File: src/rtl/lzc_pkg.sv
// Shared types and helpers for the pipelined leading/trailing bit counter.
// No timing of its own; the mode enum, default width and bit-reverse helper live here.
// No flow control here; the handshake is handled by the stages.
package lzc_pkg;

  typedef enum logic [1:0] {
    OP_CLZ = 2'b00,
    OP_CLO = 2'b01,
    OP_CTZ = 2'b10,
    OP_CTO = 2'b11
  } lzc_op_t;

  localparam int LZC_DEFAULT_WIDTH = 32;

  // Widest operand the bit-reverse helper handles.
  // Narrower operands sit in its top bits, so their reversed image lands in the low bits.
  localparam int LZC_MAX_W = 256;

  function automatic logic [LZC_MAX_W-1:0] bitrev(input logic [LZC_MAX_W-1:0] v);
    logic [LZC_MAX_W-1:0] r;
    for (int i = 0; i < LZC_MAX_W; i++) r[i] = v[LZC_MAX_W-1-i];
    return r;
  endfunction

endpackage

File: src/rtl/lzc_pipe_if.sv
// Operand/result stream bundle for lzc_pipe: operand+mode+tag in, count+all+tag out.
// Purely wires, so it adds no latency.
// Valid/ready in both directions: in_ready goes back to the issuer and out_ready comes from writeback.
interface lzc_pipe_if
  import lzc_pkg::*;
#(
  parameter int DATAWIDTH = LZC_DEFAULT_WIDTH,
  parameter int TAGW      = 5
);

  logic                 in_valid;
  logic                 in_ready;
  logic [DATAWIDTH-1:0] in_data;
  logic [1:0]           in_op;
  logic [TAGW-1:0]      in_tag;

  logic                 out_valid;
  logic                 out_ready;
  logic [DATAWIDTH-1:0] out_cnt;
  logic                 out_all;
  logic [TAGW-1:0]      out_tag;

  // Producer/consumer side: it issues operands and accepts results.
  modport master (
    output in_valid, in_data, in_op, in_tag, out_ready,
    input  in_ready, out_valid, out_cnt, out_all, out_tag
  );

  // Counter side.
  modport slave (
    input  in_valid, in_data, in_op, in_tag, out_ready,
    output in_ready, out_valid, out_cnt, out_all, out_tag
  );

endinterface

File: src/rtl/lzc_pipe_stage.sv
// One binary-search level of the counter: it halves the window and adds 2^K when the upper half is all zero.
// Latency is one register. At K==0 it resolves the final 2-bit window.
// in_ready = !valid || out_ready. The payload is held while the stage is valid and downstream stalls.
module lzc_stage
  import lzc_pkg::*;
#(
  parameter int K    = 1,
  parameter int CW   = 6,
  parameter int TAGW = 5,
  localparam int IW  = 2 ** (K + 1),
  localparam int OW  = (K == 0) ? 1 : 2 ** K
) (
  input  logic            clk,
  input  logic            rst,
  input  logic            in_valid,
  output logic            in_ready,
  input  logic [IW-1:0]   in_win,
  input  logic [CW-1:0]   in_cnt,
  input  logic            in_all,
  input  logic [TAGW-1:0] in_tag,
  output logic            out_valid,
  input  logic            out_ready,
  output logic [OW-1:0]   out_win,
  output logic [CW-1:0]   out_cnt,
  output logic            out_all,
  output logic [TAGW-1:0] out_tag
);

  logic [OW-1:0] win_nxt;
  logic [CW-1:0] cnt_nxt;

  if (K > 0) begin : g_level
    localparam logic [CW-1:0] STEP = CW'(1) << K;

    // An all-zero upper half contributes 2^K leading zeros, and the search moves to the lower half.
    always_comb begin
      win_nxt = in_win[IW-1:OW];
      cnt_nxt = in_cnt;
      if (in_win[IW-1:OW] == '0) begin
        win_nxt = in_win[OW-1:0];
        cnt_nxt = in_cnt + STEP;
      end
    end
  end else begin : g_final
    // Last 2 bits: 00 adds two and 01 adds one. Nothing is left to search afterwards.
    always_comb begin
      win_nxt = '0;
      case (in_win)
        2'b00:   cnt_nxt = in_cnt + CW'(2);
        2'b01:   cnt_nxt = in_cnt + CW'(1);
        default: cnt_nxt = in_cnt;
      endcase
    end
  end

  assign in_ready = !out_valid || out_ready;

  // Stage register. The payload only moves on a real transfer, so a stalled output stays stable.
  always_ff @(posedge clk or posedge rst) begin
    if (rst) begin
      out_valid <= 1'b0;
      out_win   <= '0;
      out_cnt   <= '0;
      out_all   <= 1'b0;
      out_tag   <= '0;
    end else if (in_ready) begin
      out_valid <= in_valid;
      if (in_valid) begin
        out_win <= win_nxt;
        out_cnt <= cnt_nxt;
        out_all <= in_all;
        out_tag <= in_tag;
      end
    end
  end

endmodule

File: src/rtl/lzc_pipe.sv
// Pipelined CLZ/CLO/CTZ/CTO counter. Every mode is reduced to CLZ in front of stage 0.
// Latency is WIDTH registers: a beat accepted at edge N is valid after edge N+WIDTH-1.
// The ready chain is combinational from out_ready back to in_ready. Bubbles collapse, and in_ready falls once all WIDTH stages are full.
module lzc_pipe
  import lzc_pkg::*;
#(
  parameter int DATAWIDTH = LZC_DEFAULT_WIDTH,
  parameter int WIDTH     = $clog2(DATAWIDTH),
  parameter int TAGW      = 5
) (
  input logic     clk,
  input logic     rst,
  lzc_pipe_if.slave bus
);

  localparam int CW = WIDTH + 1;

  // Index j is the input of stage j. Index WIDTH is the pipe output.
  logic            vld   [0:WIDTH];
  logic            rdy   [0:WIDTH];
  logic [CW-1:0]   cnt   [0:WIDTH];
  logic            all_f [0:WIDTH];
  logic [TAGW-1:0] tag   [0:WIDTH];

  lzc_op_t              op;
  logic [DATAWIDTH-1:0] inv_data;
  logic [DATAWIDTH-1:0] pre;
  logic [LZC_MAX_W-1:0] ext;
  logic [LZC_MAX_W-1:0] rev_wide;

  // Fold the four modes into one CLZ. Ones-counting inverts the operand, and trailing counts reverse it.
  always_comb begin
    op       = lzc_op_t'(bus.in_op);
    inv_data = (op == OP_CLO || op == OP_CTO) ? ~bus.in_data : bus.in_data;
    ext      = '0;
    ext[LZC_MAX_W-1 -: DATAWIDTH] = inv_data;
    rev_wide = bitrev(ext);
    pre      = (op == OP_CTZ || op == OP_CTO) ? rev_wide[DATAWIDTH-1:0] : inv_data;
  end

  if (DATAWIDTH < LZC_MAX_W) begin : g_rev_slack
    logic unused_rev_hi;
    assign unused_rev_hi = ^rev_wide[LZC_MAX_W-1:DATAWIDTH];
  end

  assign vld[0]   = bus.in_valid;
  assign cnt[0]   = '0;
  assign all_f[0] = (pre == '0);
  assign tag[0]   = bus.in_tag;
  assign rdy[WIDTH] = bus.out_ready;

  for (genvar j = 0; j < WIDTH; j++) begin : g_stage
    localparam int IW = DATAWIDTH >> j;
    localparam int OW = (j == WIDTH - 1) ? 1 : IW / 2;

    logic [IW-1:0] win_in;
    logic [OW-1:0] win_out;

    if (j == 0) begin : g_src
      assign win_in = pre;
    end else begin : g_chain
      assign win_in = g_stage[j-1].win_out;
    end

    lzc_stage #(.K(WIDTH - 1 - j), .CW(CW), .TAGW(TAGW)) u_stage (
      .clk       (clk),
      .rst       (rst),
      .in_valid  (vld[j]),
      .in_ready  (rdy[j]),
      .in_win    (win_in),
      .in_cnt    (cnt[j]),
      .in_all    (all_f[j]),
      .in_tag    (tag[j]),
      .out_valid (vld[j+1]),
      .out_ready (rdy[j+1]),
      .out_win   (win_out),
      .out_cnt   (cnt[j+1]),
      .out_all   (all_f[j+1]),
      .out_tag   (tag[j+1])
    );
  end

  // The last stage keeps a one-bit window slot that carries no information.
  logic unused_last_win;
  assign unused_last_win = g_stage[WIDTH-1].win_out[0];

  assign bus.in_ready  = rdy[0];
  assign bus.out_valid = vld[WIDTH];
  assign bus.out_cnt   = DATAWIDTH'(cnt[WIDTH]);
  assign bus.out_all   = all_f[WIDTH];
  assign bus.out_tag   = tag[WIDTH];

endmodule

File: src/flat_wrapper.sv
// flat-port wrapper written by rule: the top's interface ports become plain ports
module lzc_pipe_flat import lzc_pkg::*;
#(
  parameter int DATAWIDTH = LZC_DEFAULT_WIDTH,
  parameter int WIDTH     = $clog2(DATAWIDTH),
  parameter int TAGW      = 5
)
  (clk, rst, bus_in_valid, bus_in_data, bus_in_op, bus_in_tag, bus_out_ready, bus_in_ready, bus_out_valid, bus_out_cnt, bus_out_all, bus_out_tag);
  lzc_pipe_if #(.DATAWIDTH(DATAWIDTH), .TAGW(TAGW)) bus_i ();
  input logic clk;
  input logic rst;
  input wire logic [$bits(bus_i.in_valid)-1:0] bus_in_valid;
  input wire logic [$bits(bus_i.in_data)-1:0] bus_in_data;
  input wire logic [$bits(bus_i.in_op)-1:0] bus_in_op;
  input wire logic [$bits(bus_i.in_tag)-1:0] bus_in_tag;
  input wire logic [$bits(bus_i.out_ready)-1:0] bus_out_ready;
  output wire logic [$bits(bus_i.in_ready)-1:0] bus_in_ready;
  output wire logic [$bits(bus_i.out_valid)-1:0] bus_out_valid;
  output wire logic [$bits(bus_i.out_cnt)-1:0] bus_out_cnt;
  output wire logic [$bits(bus_i.out_all)-1:0] bus_out_all;
  output wire logic [$bits(bus_i.out_tag)-1:0] bus_out_tag;
  assign bus_i.in_valid = bus_in_valid;
  assign bus_i.in_data = bus_in_data;
  assign bus_i.in_op = bus_in_op;
  assign bus_i.in_tag = bus_in_tag;
  assign bus_i.out_ready = bus_out_ready;
  assign bus_in_ready = bus_i.in_ready;
  assign bus_out_valid = bus_i.out_valid;
  assign bus_out_cnt = bus_i.out_cnt;
  assign bus_out_all = bus_i.out_all;
  assign bus_out_tag = bus_i.out_tag;
  lzc_pipe #(.DATAWIDTH(DATAWIDTH), .WIDTH(WIDTH), .TAGW(TAGW)) u_core (.clk(clk), .rst(rst), .bus(bus_i));
endmodule
File: config.mk
export PLATFORM = sky130hd
export DESIGN_NAME = lzc_pipe_flat
export DESIGN_NICKNAME = d
export VERILOG_FILES = /design/src/rtl/lzc_pkg.sv /design/src/rtl/lzc_pipe_if.sv /design/src/rtl/lzc_pipe_stage.sv /design/src/rtl/lzc_pipe.sv /design/src/flat_wrapper.sv
export SDC_FILE = /design/constraint.sdc
export NUM_CORES = 1
export LEC_CHECK = 0
export ABC_CLOCK_PERIOD_IN_PS = 2500
export BUFFER_PORTS_ARGS = -buffer_cell sky130_fd_sc_hd__buf_2
export CAP_MARGIN = 20
export CORE_UTILIZATION = 38
export DETAILED_ROUTE_END_ITERATION = 8
export PLACE_DENSITY = 0.59
export SYNTH_ARGS = -nofsm -noshare
export SYNTH_HDL_FRONTEND = slang
export SYNTH_SLANG_ARGS = --single-unit
File: constraint.sdc
create_clock -name clk -period 2.5 [get_ports clk]
set_input_delay 0.125 -clock clk [delete_from_list [all_inputs] [get_ports clk]]
set_output_delay 0.125 -clock clk [all_outputs]
set_load 0.005 [all_outputs]
Yosys cells after proc, flatten, opt, wreduce, memory -nomap -nowiden
Cells that the tools add are included.

storage, ports and cells
  memories kept = 0
  register bits = 95
  ROM bits = 0
  bits of input ports = 43
  RAM bits = 0
  latch bits = 0

operators by class
  reduce and logical (&&, ||, !) cells = 23
  bitwise logic cells = 1
  divide/modulo/power cells = 0
  multiply operators = 0
  $add $sub $neg = 5
  order comparisons = 0
  shifts and indexed selects = 0
  eq/ne operators = 4
  multiplexer cells = 11

operator list
  operator                                                         number
  32-bit 2-to-1 mux                                                2
  32-bit zero test                                                 1
  32-bit inverter                                                  1
  6-bit 2-to-1 mux                                                 3
  16-bit zero test                                                 1
  16-bit 2-to-1 mux                                                1
  6-bit by 2-bit adder with 6-bit output, second input constant    2
  6-bit case mux with 2 select lines                               1
  2-bit AND reduction                                              5
  8-bit zero test                                                  1
  8-bit 2-to-1 mux                                                 1
  1-bit logical OR                                                 7
  6-bit by 1-bit adder with 6-bit output, second input constant    1
  6-bit by 3-bit adder with 6-bit output, second input constant    1
  6-bit by 4-bit adder with 6-bit output, second input constant    1
  1-bit zero test                                                  5
  5-bit 2-to-1 mux                                                 1
  2-bit by 1-bit == test with 1-bit output, second input constant  2
  2-bit == test, second input constant                             2
  2-bit zero test                                                  2
  4-bit zero test                                                  1
  4-bit 2-to-1 mux                                                 1
  2-bit 2-to-1 mux                                                 1

Depth between registers and ports, before layout
  depth after elaboration = 7
  gate-level depth with buffers = 7
  mapped depth without buffers = 5

Modules after synthesis
A second synthesis with hierarchy kept.

second synthesis, totals
  cells, all modules = 565
  area total of the unflattened synthesis = 5958.2 um2

by module, submodules not included
  module                                 seq. area each (um2)  instances  area an instance (um2)  cells an instance
  lzc_pipe                               0.0                   1          1669.1                  188
  lzc_stage (u_core.g_stage[0].u_stage)  725.7                 1          1211.2                  110
  lzc_stage (u_core.g_stage[1].u_stage)  525.5                 1          925.9                   80
  lzc_stage (u_core.g_stage[2].u_stage)  425.4                 1          743.2                   65
  lzc_stage (u_core.g_stage[3].u_stage)  375.4                 1          720.7                   59
  lzc_stage (u_core.g_stage[4].u_stage)  325.3                 1          688.2                   63

Worst setup path before layout
OpenSTA, ideal clock, no wires.

  kind = reg-to-reg
  from = register u_core.g_stage[4].u_stage.out_valid
  to = register u_core.g_stage[0].u_stage.out_win[10]
  path buffers = 2
  slack = 836 ps
  clock period less this slack = 1664 ps
  arrival = 1530 ps
  setup time = 133 ps
  cell stages (with the launch flop) = 8
  cells stage by stage = dfrtp_1 > and4b_1 > a31oi_1 > buf_2 > clkbuf_1 > nand2_1 > o21ai_0 > o21ai_0

on the way
  cells in the longest elaborated chain, start to end = 7

ends and longest elaborated chain
  item                           RTL line              text
  from (decl)                    lzc_pipe_stage.sv:21  output logic out_valid,
  from (signal assigned)         lzc_pipe_stage.sv:67  out_valid <= in_valid;
  1-bit zero test                lzc_pipe_stage.sv:56  assign in_ready = !out_valid || out_ready;
  1-bit logical OR (5 in a row)  lzc_pipe_stage.sv:56
  2-bit AND reduction (no line)  --
  to (signal assigned)           lzc_pipe_stage.sv:69  out_win <= win_nxt;
  to (decl)                      lzc_pipe_stage.sv:23  output logic [OW-1:0] out_win,

No other way between the ends.
A chain may end at the register's enable or synchronous reset.

Worst setup path after layout
  from = register u_core.g_stage[4].u_stage.out_valid
  to = register u_core.g_stage[0].u_stage.out_win[13]

Same word-level chain as after synthesis.

==> impl_metrics.yaml <==
run_status:
  outcome: "finished, final reports clean"
setup_path:
  path_max_fanout: 18
  timing.rr.start: "u_core.g_stage[4].u_stage.out_valid$_DFFE_PP0P_"
  worst-setup-path-type: "flop to flop"
  crit_path_end_kind: "flop"
  reg2reg_depth: 6
  ff2ff_setup_slack_ns: 0.61
  crit_path_start_kind: "flop"
  worstPathArrival_ns: 2.15
  critPathRequiredTime_ns: 2.75
  rr_endpoint: "u_core.g_stage[0].u_stage.out_win[13]$_DFFE_PP0P_"
routing:
  drt-total-wl_um: 9024
  ant_nets: 0
  drc: 0
  drtIter0Drc: 148
  routed-via-count: 3245
  viasPerCell: 5.062
  routedWlPerCell_um: 14.08
  drtPass1Iterations: 4
finish:
  fin_nets: 537
  fillers: 1089
  synthToLayoutAreaGrowth_pct: 13.15
  drive_gt1_share_pct: 22.29
  antenna_cells: 0
  stdcell_count: 641
synth:
  synth-edff-count: 0
  synthXorXnorAreaFrac_pct: 6.828
  synth-main-ff-cell: "dfrtp_1"
  synth_warnings: 0
  synth_cells: 446
  synth.cell_area_mm2: 0.004489
  yosysSeqAreaShare_pct: 45.15
  synthArstFlopShare_pct: 100.0
  syn-mean-instance-area_um2: 10.07
  yosys.area_share.adder_pct: 0.2787
  synth-simple-area-share_pct: 13.41
  synth_compound_gate_area_share_pct: 10.20
  synth_top_family_by_area: "multiplexers"
  synth_mux_area_share_pct: 15.50
  ys_types: 45
  synth-seq-cells: 81
cts:
  cts_sinks: 81
  clk_path_buf_depth: 2
  htree_levels: 3
  worstSkewPairLatency_ns: 0.34
  post_cts_buffers: 0
  path_clk_slew_ns: 0.06
  numCtsBuffers: 9
  cts_tree: "done"
  cts_resized: 0
  clk_root_buffer_cell: "clkbuf_16"
floorplan:
  core_area_mm2: 0.01147
  rows: 39
  die_x_um: 110.7
  io_pins: 83
  dieArea_mm2: 0.01225
  start_util_pct: 39.15
  fp.dieH_um: 110.7
hold_path:
  whs_endpoint: "u_core.g_stage[0].u_stage.out_valid$_DFFE_PP0P_"
  min_path_type: "input port to flop"
  hold-path-cell-count: 3
  worstHoldStart: "bus_in_valid"
place:
  io_buffers: 56
  placed_cells: 624
  dpl.hpwl_um: 6812
  place_congestion: 0.8687
timing:
  fin_crit_sh_pct: 75.79
  fmax_mhz: 527.8
  period_minus_slack_ns: 1.895
  drv_slew: 0
  rsz0062_at_grt: "no"
  final.setup_skew_ns: 0.005881
  slew_headroom_pct: 56.94
  fin_setup_tns_ns: 0
  setup_violations: 0
  worstMarginPinSlew_ns: 0.6449
  finalHoldViolations: 0
global_routing:
  gr-total-overflow: 0
  first_global_vias: 3036
  grt_start_max_net_pins: 53
  grt_pass1_wl_um: 15350
  antenna_found_initial: 0
  grt_usage_pct: 15.51
pwr:
  power.total_mw: 3.889
  ir_drop_uv: 554.2
  powerDensity_mw_per_mm2: 765.5
  leakagePower_nw: 2.386
flow_run:
  max-cap-violations: 0
## sequential cells by signal, summed over array words and instances (netlist names)
signal	count
u_core.g_stage.u_stage.out_valid	5
u_core.g_stage.u_stage.out_all	5
u_core.g_stage.u_stage.out_cnt	16
u_core.g_stage.u_stage.out_win	30
u_core.g_stage.u_stage.out_tag	25
## how the worst max path moves through the flow
stage                                                         start                                                 to  slack, ns  depth (start not counted)
detailed placement  u_core.g_stage[4].u_stage.out_valid$_DFFE_PP0P_  u_core.g_stage[0].u_stage.out_win[14]$_DFFE_PP0P_       0.65                          6
global route        u_core.g_stage[4].u_stage.out_valid$_DFFE_PP0P_  u_core.g_stage[0].u_stage.out_win[11]$_DFFE_PP0P_       0.46                          6
finish              u_core.g_stage[4].u_stage.out_valid$_DFFE_PP0P_  u_core.g_stage[0].u_stage.out_win[13]$_DFFE_PP0P_       0.61                          6
floorplan                                                       rst      u_core.g_stage[0].u_stage.out_all$_DFFE_PP0P_       0.29                          1
CTS                 u_core.g_stage[4].u_stage.out_valid$_DFFE_PP0P_  u_core.g_stage[0].u_stage.out_win[13]$_DFFE_PP0P_       0.59                          6
global placement    u_core.g_stage[4].u_stage.out_valid$_DFFE_PP0P_   u_core.g_stage[0].u_stage.out_win[8]$_DFFE_PP0P_       0.74                          6
## critical path, stage by stage, from the launching register on
cell	delay, ns
dfrtp_1	0.42
and4b_1	0.27
a31oi_2	0.23
buf_4	0.23
o211a_1	0.21
o211ai_4	0.19
o21ai_0	0.25
## area by class of cell
class | count | area [µm²] | area share (%)
Clock buffer | 9 | 225.2 | 4.433
Clock inverter | 7 | 77.57 | 1.527
Inverter | 10 | 37.54 | 0.7389
Multi-Input combinational cell | 327 | 2178 | 42.88
Sequential cell | 81 | 2027 | 39.90
Tap cell | 143 | 178.9 | 3.522
Timing Repair Buffer | 64 | 355.3 | 6.995
## routing by layer
| metal | vias to the layer above | track usage (%) | part of all wire (%) |
|---|---|---|---|
| met5 | - | 0 | 0 |
| met1 | 1529 | 21.90 | 50 |
| met4 | 0 | 8.267 | 2.7 |
| met3 | 17 | 2.296 | 3.9 |
| met2 | 92 | 22.94 | 44 |
| li1 | 1607 | - | - |
## per-stage QoR
stage | worst slack [ns] | util, % | hold WS (ns) | instance area [µm²]
floorplan | 0.2949 | - | 0.2274 | 4583
global placement | 0.7413 | 41.57 | 0.2419 | 4767
detailed placement | 0.6522 | 41.57 | 0.2478 | 4767
CTS | 0.5918 | 44.30 | 0.006921 | 5080
global route | 0.4562 | 44.30 | 0.02678 | 5080
finish | 0.6052 | 44.30 | 0.02135 | 5080
## cells in the final DEF (no fill, tap or decap), types with 4 or more instances in the layout
| cell type | n |
|---|---|
| nor3_1 | 9 |
| nand2_1 | 52 |
| o22ai_1 | 4 |
| nor4_1 | 4 |
| nand4_1 | 7 |
| xor2_1 | 32 |
| o21ai_0 | 36 |
| and3_1 | 5 |
| dfrtp_1 | 81 |
| clkbuf_16 | 9 |
| mux2i_1 | 38 |
| mux2_2 | 28 |
| buf_2 | 56 |
| o21ai_1 | 8 |
| nand2b_1 | 6 |
| o2bb2ai_1 | 4 |
| nor2_1 | 17 |
| nand3_1 | 12 |
| buf_4 | 6 |
| a21oi_1 | 7 |
| inv_1 | 9 |
| conb_1 | 26 |
## power by group
| part | internal, mW | switching (mW) |
|---|---|---|
| clock network | 0.781 | 0.535 |
| logic | 0.380 | 0.403 |
| registers | 1.61 | 0.181 |
| total | 2.77 | 1.12 |
## cell usage after synthesis (all sizes together), types with 2 or more instances
cell / instances / share of area, %
dfrtp: 81 / 45
nor3: 9 / 1.0
o22ai: 4 / 0.56
a221o: 3 / 0.67
clkbuf: 7 / 0.59
xnor2: 3 / 0.59
nand2b: 6 / 0.84
mux2: 28 / 7.0
nor2: 17 / 1.4
or4: 2 / 0.33
nor4: 4 / 0.56
a21oi: 7 / 0.78
inv: 10 / 0.84
a221oi: 2 / 0.39
nor2b: 2 / 0.28
o21ai: 44 / 4.9
nand3b: 2 / 0.33
nand4b: 3 / 0.59
o2bb2ai: 4 / 0.78
nand2: 53 / 4.5
xor2: 32 / 6.2
nand3: 12 / 1.3
a31oi: 2 / 0.28
buf: 46 / 7.1
mux2i: 38 / 8.5
and3: 5 / 0.70
nand4: 7 / 0.98
## repair_timing
action / in CTS / in global routing
setup endpoints to repair: 0 / 0
hold endpoints to repair: 29 / 0
hold buffers: 1 / 0
## cells by family (layout without fill, tap and decap cells)
family | after synthesis | count (layout)
compound gates | 74 | 74
xor+xnor | 35 | 35
fa+ha+maj | 1 | 1
buf+inv | 63 | 90
flops | 81 | 81
mux | 66 | 66
other cells | 1 | 26
simple gates | 125 | 125
No activity file was read; power rests on OpenSTA's default activity.
